File: config.mk
export PLATFORM = sky130hd
export DESIGN_NAME = round_sequencer
export DESIGN_NICKNAME = d
export VERILOG_FILES = /design/src/rtl/accel_pkg.sv /design/src/rtl/result_capture.sv /design/src/rtl/round_sequencer.sv
export SDC_FILE = /design/constraint.sdc
export NUM_CORES = 1
export LEC_CHECK = 0
export ABC_AREA = 1
export CAP_MARGIN = 20
export CORE_UTILIZATION = 45
export CTS_CLUSTER_DIAMETER = 60
export CTS_CLUSTER_SIZE = 25
export DETAILED_ROUTE_END_ITERATION = 10
export GPL_TIMING_DRIVEN = 0
export PLACE_DENSITY = 0.72
export RECOVER_POWER = 25
export SYNTH_ARGS = -nofsm -noshare
export SYNTH_HDL_FRONTEND = slang
export SYNTH_SLANG_ARGS = --single-unit
File: constraint.sdc
create_clock -name clk -period 2.1 [get_ports clk]
set_input_delay 0.42 -clock clk [delete_from_list [all_inputs] [get_ports clk]]
set_output_delay 0.42 -clock clk [all_outputs]
set_load 0.03 [all_outputs]
File: src/rtl/accel_pkg.sv
// Shared accelerator definitions: sequencer state encoding and the default
// result / writeback-index widths used by the sequencer and the allocators.
package accel_pkg;

   localparam int DEFAULT_DATA_W = 18;
   localparam int DEFAULT_ADDR_W = 16;

   typedef enum logic [2:0] {
      IDLE    = 3'd0,
      ADVANCE = 3'd1,
      RUN     = 3'd2,
      DRAIN   = 3'd3,
      DONE    = 3'd4
   } seq_state_e;

endpackage

File: src/rtl/result_capture.sv
// Sticky capture register for one allocator result: the first value offered
// after a clear is latched and held until the next clear or reset.
module result_capture
   import accel_pkg::*;
#(
   parameter int DATA_W = DEFAULT_DATA_W
) (
   input  logic              clk,
   input  logic              rst,
   input  logic              clear,
   input  logic              cap_en,
   input  logic [DATA_W-1:0] data_in,
   output logic [DATA_W-1:0] res,
   output logic              captured
);

   logic [DATA_W-1:0] res_q, res_d;
   logic              captured_q, captured_d;

   // Latch only the first offer; later offers while captured are ignored
   always_comb begin
      res_d      = res_q;
      captured_d = captured_q;
      if (clear) begin
         res_d      = '0;
         captured_d = 1'b0;
      end else if (cap_en && !captured_q) begin
         res_d      = data_in;
         captured_d = 1'b1;
      end
   end

   // Capture flops, synchronously cleared by reset
   always_ff @(posedge clk) begin
      if (rst) begin
         res_q      <= '0;
         captured_q <= 1'b0;
      end else begin
         res_q      <= res_d;
         captured_q <= captured_d;
      end
   end

   assign res      = res_q;
   assign captured = captured_q;

endmodule

File: src/rtl/round_sequencer.sv
// Round sequencer: pulses issue_advance / allocator resets once per round,
// collects one result per allocator, drains them in index order over a
// valid/ready writeback port and signals done after the final round.
module round_sequencer
   import accel_pkg::*;
#(
   parameter int NUM_ALLOC = 4,
   parameter int DATA_W    = DEFAULT_DATA_W,
   parameter int ADDR_W    = DEFAULT_ADDR_W
) (
   input  logic                        clk,
   input  logic                        rst,
   input  logic                        start,
   input  logic                        issue_done,
   input  logic                        filter_done,
   input  logic [NUM_ALLOC-1:0]        alloc_result_ready,
   input  logic [NUM_ALLOC*DATA_W-1:0] alloc_result_data,
   output logic [NUM_ALLOC-1:0]        alloc_rst,
   output logic                        issue_advance,
   output logic                        wb_valid,
   output logic [DATA_W-1:0]           wb_data,
   output logic [ADDR_W-1:0]           wb_addr,
   input  logic                        wb_ready,
   output logic                        busy,
   output logic                        done
);

   localparam int PTR_W = (NUM_ALLOC > 1) ? $clog2(NUM_ALLOC) : 1;
   localparam logic [PTR_W-1:0] LAST_PTR = PTR_W'(NUM_ALLOC - 1);

   seq_state_e state_q, state_d;

   logic [PTR_W-1:0]     ptr_q, ptr_d;
   logic [ADDR_W-1:0]    wb_addr_q, wb_addr_d;
   logic [NUM_ALLOC-1:0] alloc_rst_q, alloc_rst_d;
   logic                 issue_advance_q, issue_advance_d;
   logic                 wb_valid_q, wb_valid_d;
   logic                 busy_q, busy_d;
   logic                 done_q, done_d;

   logic [NUM_ALLOC-1:0] captured;
   logic [NUM_ALLOC-1:0] cap_en;
   logic [DATA_W-1:0]    res [NUM_ALLOC];
   logic                 start_ok;
   logic                 clear_mask;
   logic                 all_captured;
   logic                 accept;
   logic                 last_accept;

   assign start_ok     = start && ((state_q == IDLE) || (state_q == DONE));
   assign clear_mask   = start_ok || (state_q == ADVANCE);
   assign cap_en       = {NUM_ALLOC{state_q == RUN}} & alloc_result_ready;
   assign all_captured = &(captured | cap_en);
   assign accept       = (state_q == DRAIN) && wb_ready;
   assign last_accept  = accept && (ptr_q == LAST_PTR);

   for (genvar g = 0; g < NUM_ALLOC; g++) begin : g_cap
      result_capture #(
         .DATA_W(DATA_W)
      ) u_cap (
         .clk     (clk),
         .rst     (rst),
         .clear   (clear_mask),
         .cap_en  (cap_en[g]),
         .data_in (alloc_result_data[g*DATA_W +: DATA_W]),
         .res     (res[g]),
         .captured(captured[g])
      );
   end

   // State register
   always_ff @(posedge clk) begin
      if (rst) begin
         state_q <= IDLE;
      end else begin
         state_q <= state_d;
      end
   end

   // Next-state: RUN waits for every result regardless of the done flags
   always_comb begin
      state_d = state_q;
      case (state_q)
         IDLE:    if (start) state_d = ADVANCE;
         ADVANCE: state_d = RUN;
         RUN:     if (all_captured) state_d = DRAIN;
         DRAIN:   if (last_accept) state_d = (issue_done && filter_done) ? DONE : ADVANCE;
         DONE:    if (start) state_d = ADVANCE;
         default: state_d = IDLE;
      endcase
   end

   // Output and datapath next values, registered from the upcoming state
   always_comb begin
      ptr_d           = ptr_q;
      wb_addr_d       = wb_addr_q;
      issue_advance_d = (state_d == ADVANCE);
      alloc_rst_d     = {NUM_ALLOC{state_d == ADVANCE}};
      wb_valid_d      = (state_d == DRAIN);
      busy_d          = (state_d != IDLE) && (state_d != DONE);
      done_d          = (state_d == DONE);
      if (start_ok) begin
         wb_addr_d = '0;
         ptr_d     = '0;
      end else if (accept) begin
         wb_addr_d = wb_addr_q + ADDR_W'(1);
         ptr_d     = last_accept ? '0 : ptr_q + PTR_W'(1);
      end
   end

   // Registered outputs, drain pointer and writeback index
   always_ff @(posedge clk) begin
      if (rst) begin
         ptr_q           <= '0;
         wb_addr_q       <= '0;
         alloc_rst_q     <= '0;
         issue_advance_q <= 1'b0;
         wb_valid_q      <= 1'b0;
         busy_q          <= 1'b0;
         done_q          <= 1'b0;
      end else begin
         ptr_q           <= ptr_d;
         wb_addr_q       <= wb_addr_d;
         alloc_rst_q     <= alloc_rst_d;
         issue_advance_q <= issue_advance_d;
         wb_valid_q      <= wb_valid_d;
         busy_q          <= busy_d;
         done_q          <= done_d;
      end
   end

   assign alloc_rst     = alloc_rst_q;
   assign issue_advance = issue_advance_q;
   assign wb_valid      = wb_valid_q;
   assign wb_data       = res[ptr_q];
   assign wb_addr       = wb_addr_q;
   assign busy          = busy_q;
   assign done          = done_q;

endmodule

==> flow_summary.ini <==
[final_layout]
antenna_cells_inserted = 0
multi_input_area_um2 = 2131
nNetsFinal = 855
n_fill_cell = 932
final_cells = 909
drive_gt1_share_pct = 15.08
finalInstanceArea_um2 = 6274
area_growth_pct = 37.18
seqCellArea_um2 = 2027

[clock_tree]
clock-sinks = 101
h-tree-depth = 3
cts.clk_slew.worst_paths_ps = 100
cts_buffers = 9
clkLatencyLatePin_ps = 370
cts_tree = done
root_buffer = clkbuf_8
ctsLongestPathBuffers = 2

[setup_path]
worstSetupEndpointType = output pin
crit_type = reg -> out
cp.required_ps = 1680
cp_slowest_cell = dfxtp_2
crit_path_cell_trace = buf_6 > clkbuf_2 > o21ai_0 > o22ai_1 > buf_4
cp_num_buf_inv = 3
cp_max_fo = 10
cp_slowest_stage_delay_ps = 340
critPathArrivalTime_ps = 1670
cp-start-kind = flip-flop
critPathTopFamily = compound AO/OA/AOI/OAI gates

[global_routing]
grt_use_total_pct = 24.83
overflow = 0
grt_pass1_vias = 4169
grt_max_degree = 19
antenna_found_initial = 0
grt_first_pass_wirelength_mm = 19.97

[logic_synthesis]
synth_warnings = 0
synth_edf_count = 0
synth-seq-cells = 101
synth.top_cell.area_share_pct = 44.21
syn-num-nets = 716
ys_types = 36
synth_area_um2 = 4573
async_flop_share_pct = 0
yosys.area.top_type = dfxtp_1
synth_area_leaders = dfxtp_1, nand2_1, a21oi_1
synth_cells = 632
ys_seq_area_share_pct = 44.21
syn_avg_cell_area_um2 = 7.236
ys.flop_type = dfxtp_1

[power_and_ir_drop]
leakage_uw = 0.002326
ir_drop_uv = 315.7
pwr_density_cell_nw_per_um2 = 602.1

[status]
status = finished, final reports clean

[timing]
timing.fmax_mhz = 479.1
rsz0062_at_grt = yes
setup-violations-final = 0
hold_viol = 0
max_slew.worst_pin.slew_ps = 461.1
clock_skew_ps = 14.02
fin_crit_sh_pct = 99.40
drv_slew = 0
period_needed_ps = 2087
slew_headroom_pct = 69.26

[place]
port_buffers = 123
placedCellCount = 888
place_congestion = 0.8597
dpl.hpwl_mm = 9.634
dpl-instance-area_um2 = 5971

[run]
maxCapViolations = 0

[detailed_routing]
drc = 0
wl_mm = 12.66
routed_via_density = 5.055
firstDrtPassIters = 5
routedWlPerCell_um = 13.93
drtIter0Drc = 245
antenna_left = 0
num_vias = 4595

[die]
ioPinCount = 124
coreArea_um2 = 9819
die_h_um = 102.8
row_count = 36
fp.dieW_um = 102.8
die_area_um2 = 10570
initial_core_util_pct = 46.57

[min_path]
min_path_type = reg -> reg
-- layout make-up --
cell class / count / share of cell area, %
Buffer: 33 / 4.168
Timing Repair Buffer: 129 / 19.86
Sequential cell: 101 / 32.31
Inverter: 58 / 3.789
Clock inverter: 7 / 1.276
Multi-Input combinational cell: 439 / 33.96
Clock buffer: 9 / 1.974
Tap cell: 133 / 2.653
-- per-layer routing --
metal	GRT usage, %	vias to the layer above	wire, µm
met1	34.43	2066	5883
met2	39.33	168	5831
li1	-	2341	-
met5	0	-	0
met4	8.126	0	228
met3	4.203	20	718
-- per-stage QoR --
step	power, µW	hold slack (ps)	setup WS (ps)	utilization (%)	setup TNS (ps)
CTS	3794	452.4	2.643	63.66	0
floorplan	2275	419.9	246.6	-	0
global placement	2531	432.7	-471.7	60.81	-6412
detailed placement	2539	437.0	-469.5	60.81	-6593
finish	3777	454.2	12.56	63.89	0
global route	3924	478.4	-15.09	63.89	-27.43
-- cell usage in the layout (no fill, tap or decap), types with 3 or more instances in the layout --
cell / synthesis / final
o22ai_2: 0 / 4
nor2_2: 1 / 9
nand3_1: 6 / 6
o22ai_1: 18 / 14
nor2_1: 60 / 52
buf_8: 2 / 3
a21oi_2: 7 / 7
dfxtp_1: 101 / 99
buf_2: 12 / 10
clkbuf_2: 1 / 5
buf_4: 9 / 30
o21ai_0: 56 / 50
inv_2: 5 / 6
nand2_1: 172 / 172
buf_6: 1 / 4
inv_6: 3 / 5
clkbuf_8: 0 / 9
nand3_4: 5 / 5
o21ai_1: 7 / 13
clkdlybuf4s50_1: 0 / 105
inv_1: 48 / 46
nand4_1: 6 / 7
a21oi_1: 84 / 84
-- synth_stat cells, types with 2 or more instances --
master and instances:
nand2_1 172, dfxtp_1 101, a21oi_1 84, nor2_1 60
o21ai_0 56, inv_1 48, o22ai_1 18, buf_2 12
buf_4 9, clkbuf_1 8, a21oi_2 7, o21ai_1 7
nand3_1 6, nand4_1 6, inv_2 5, nand3_4 5
inv_6 3, a31oi_1 2, buf_8 2, ha_1 2
nand2_2 2, nor2_4 2, nor3_1 2
-- cell families after synthesis --
group	after synthesis	share of synthesized area (%)
buffers and inverters	92	10.04
AO/OA/AOI/OAI	176	20.49
adder cells (fa/ha/maj)	2	0.5471
flip-flops	101	44.21
AND/OR/NAND/NOR	261	24.71
-- final timing paths --
path / from / to / slack [ps] / cells past startpoint
setup / recovery: ptr_q[0] / wb_data[9] / 10 / 5
hold / removal: g_cap[2].u_cap.res[9] / g_cap[2].u_cap.res[9] / 450 / 2
setup reg to reg: state_q[1] / g_cap[0].u_cap.res[3] / 570 / 8
hold reg to reg: g_cap[2].u_cap.res[9] / g_cap[2].u_cap.res[9] / 450 / 2
-- worst min-delay path: stages (launching register included) --
cell	delay, ps
dfxtp_1	330
inv_1	50
a21oi_1	50
-- repair_timing --
action,CTS,global route
endpoints found under the setup margin,18,12
cloned,3,0
buffers inserted,1,2
hold buffers,0,0
gates resized for setup,136,16
pin swaps,8,2
-- flip-flops by register name, summed over array words and instances, names as in the netlist --
register              cells
wb_addr                  16
issue_advance             1
g_cap.u_cap.captured      4
wb_valid                  1
busy                      1
g_cap.u_cap.res          72
done                      1
ptr_q                     2
state_q                   3
-- where the power goes --
group          internal (µW)  switching, µW
Sequential              1950           22.2
Combinational            257            270
Clock                    568            711
No activity file was read; power rests on OpenSTA's default activity.
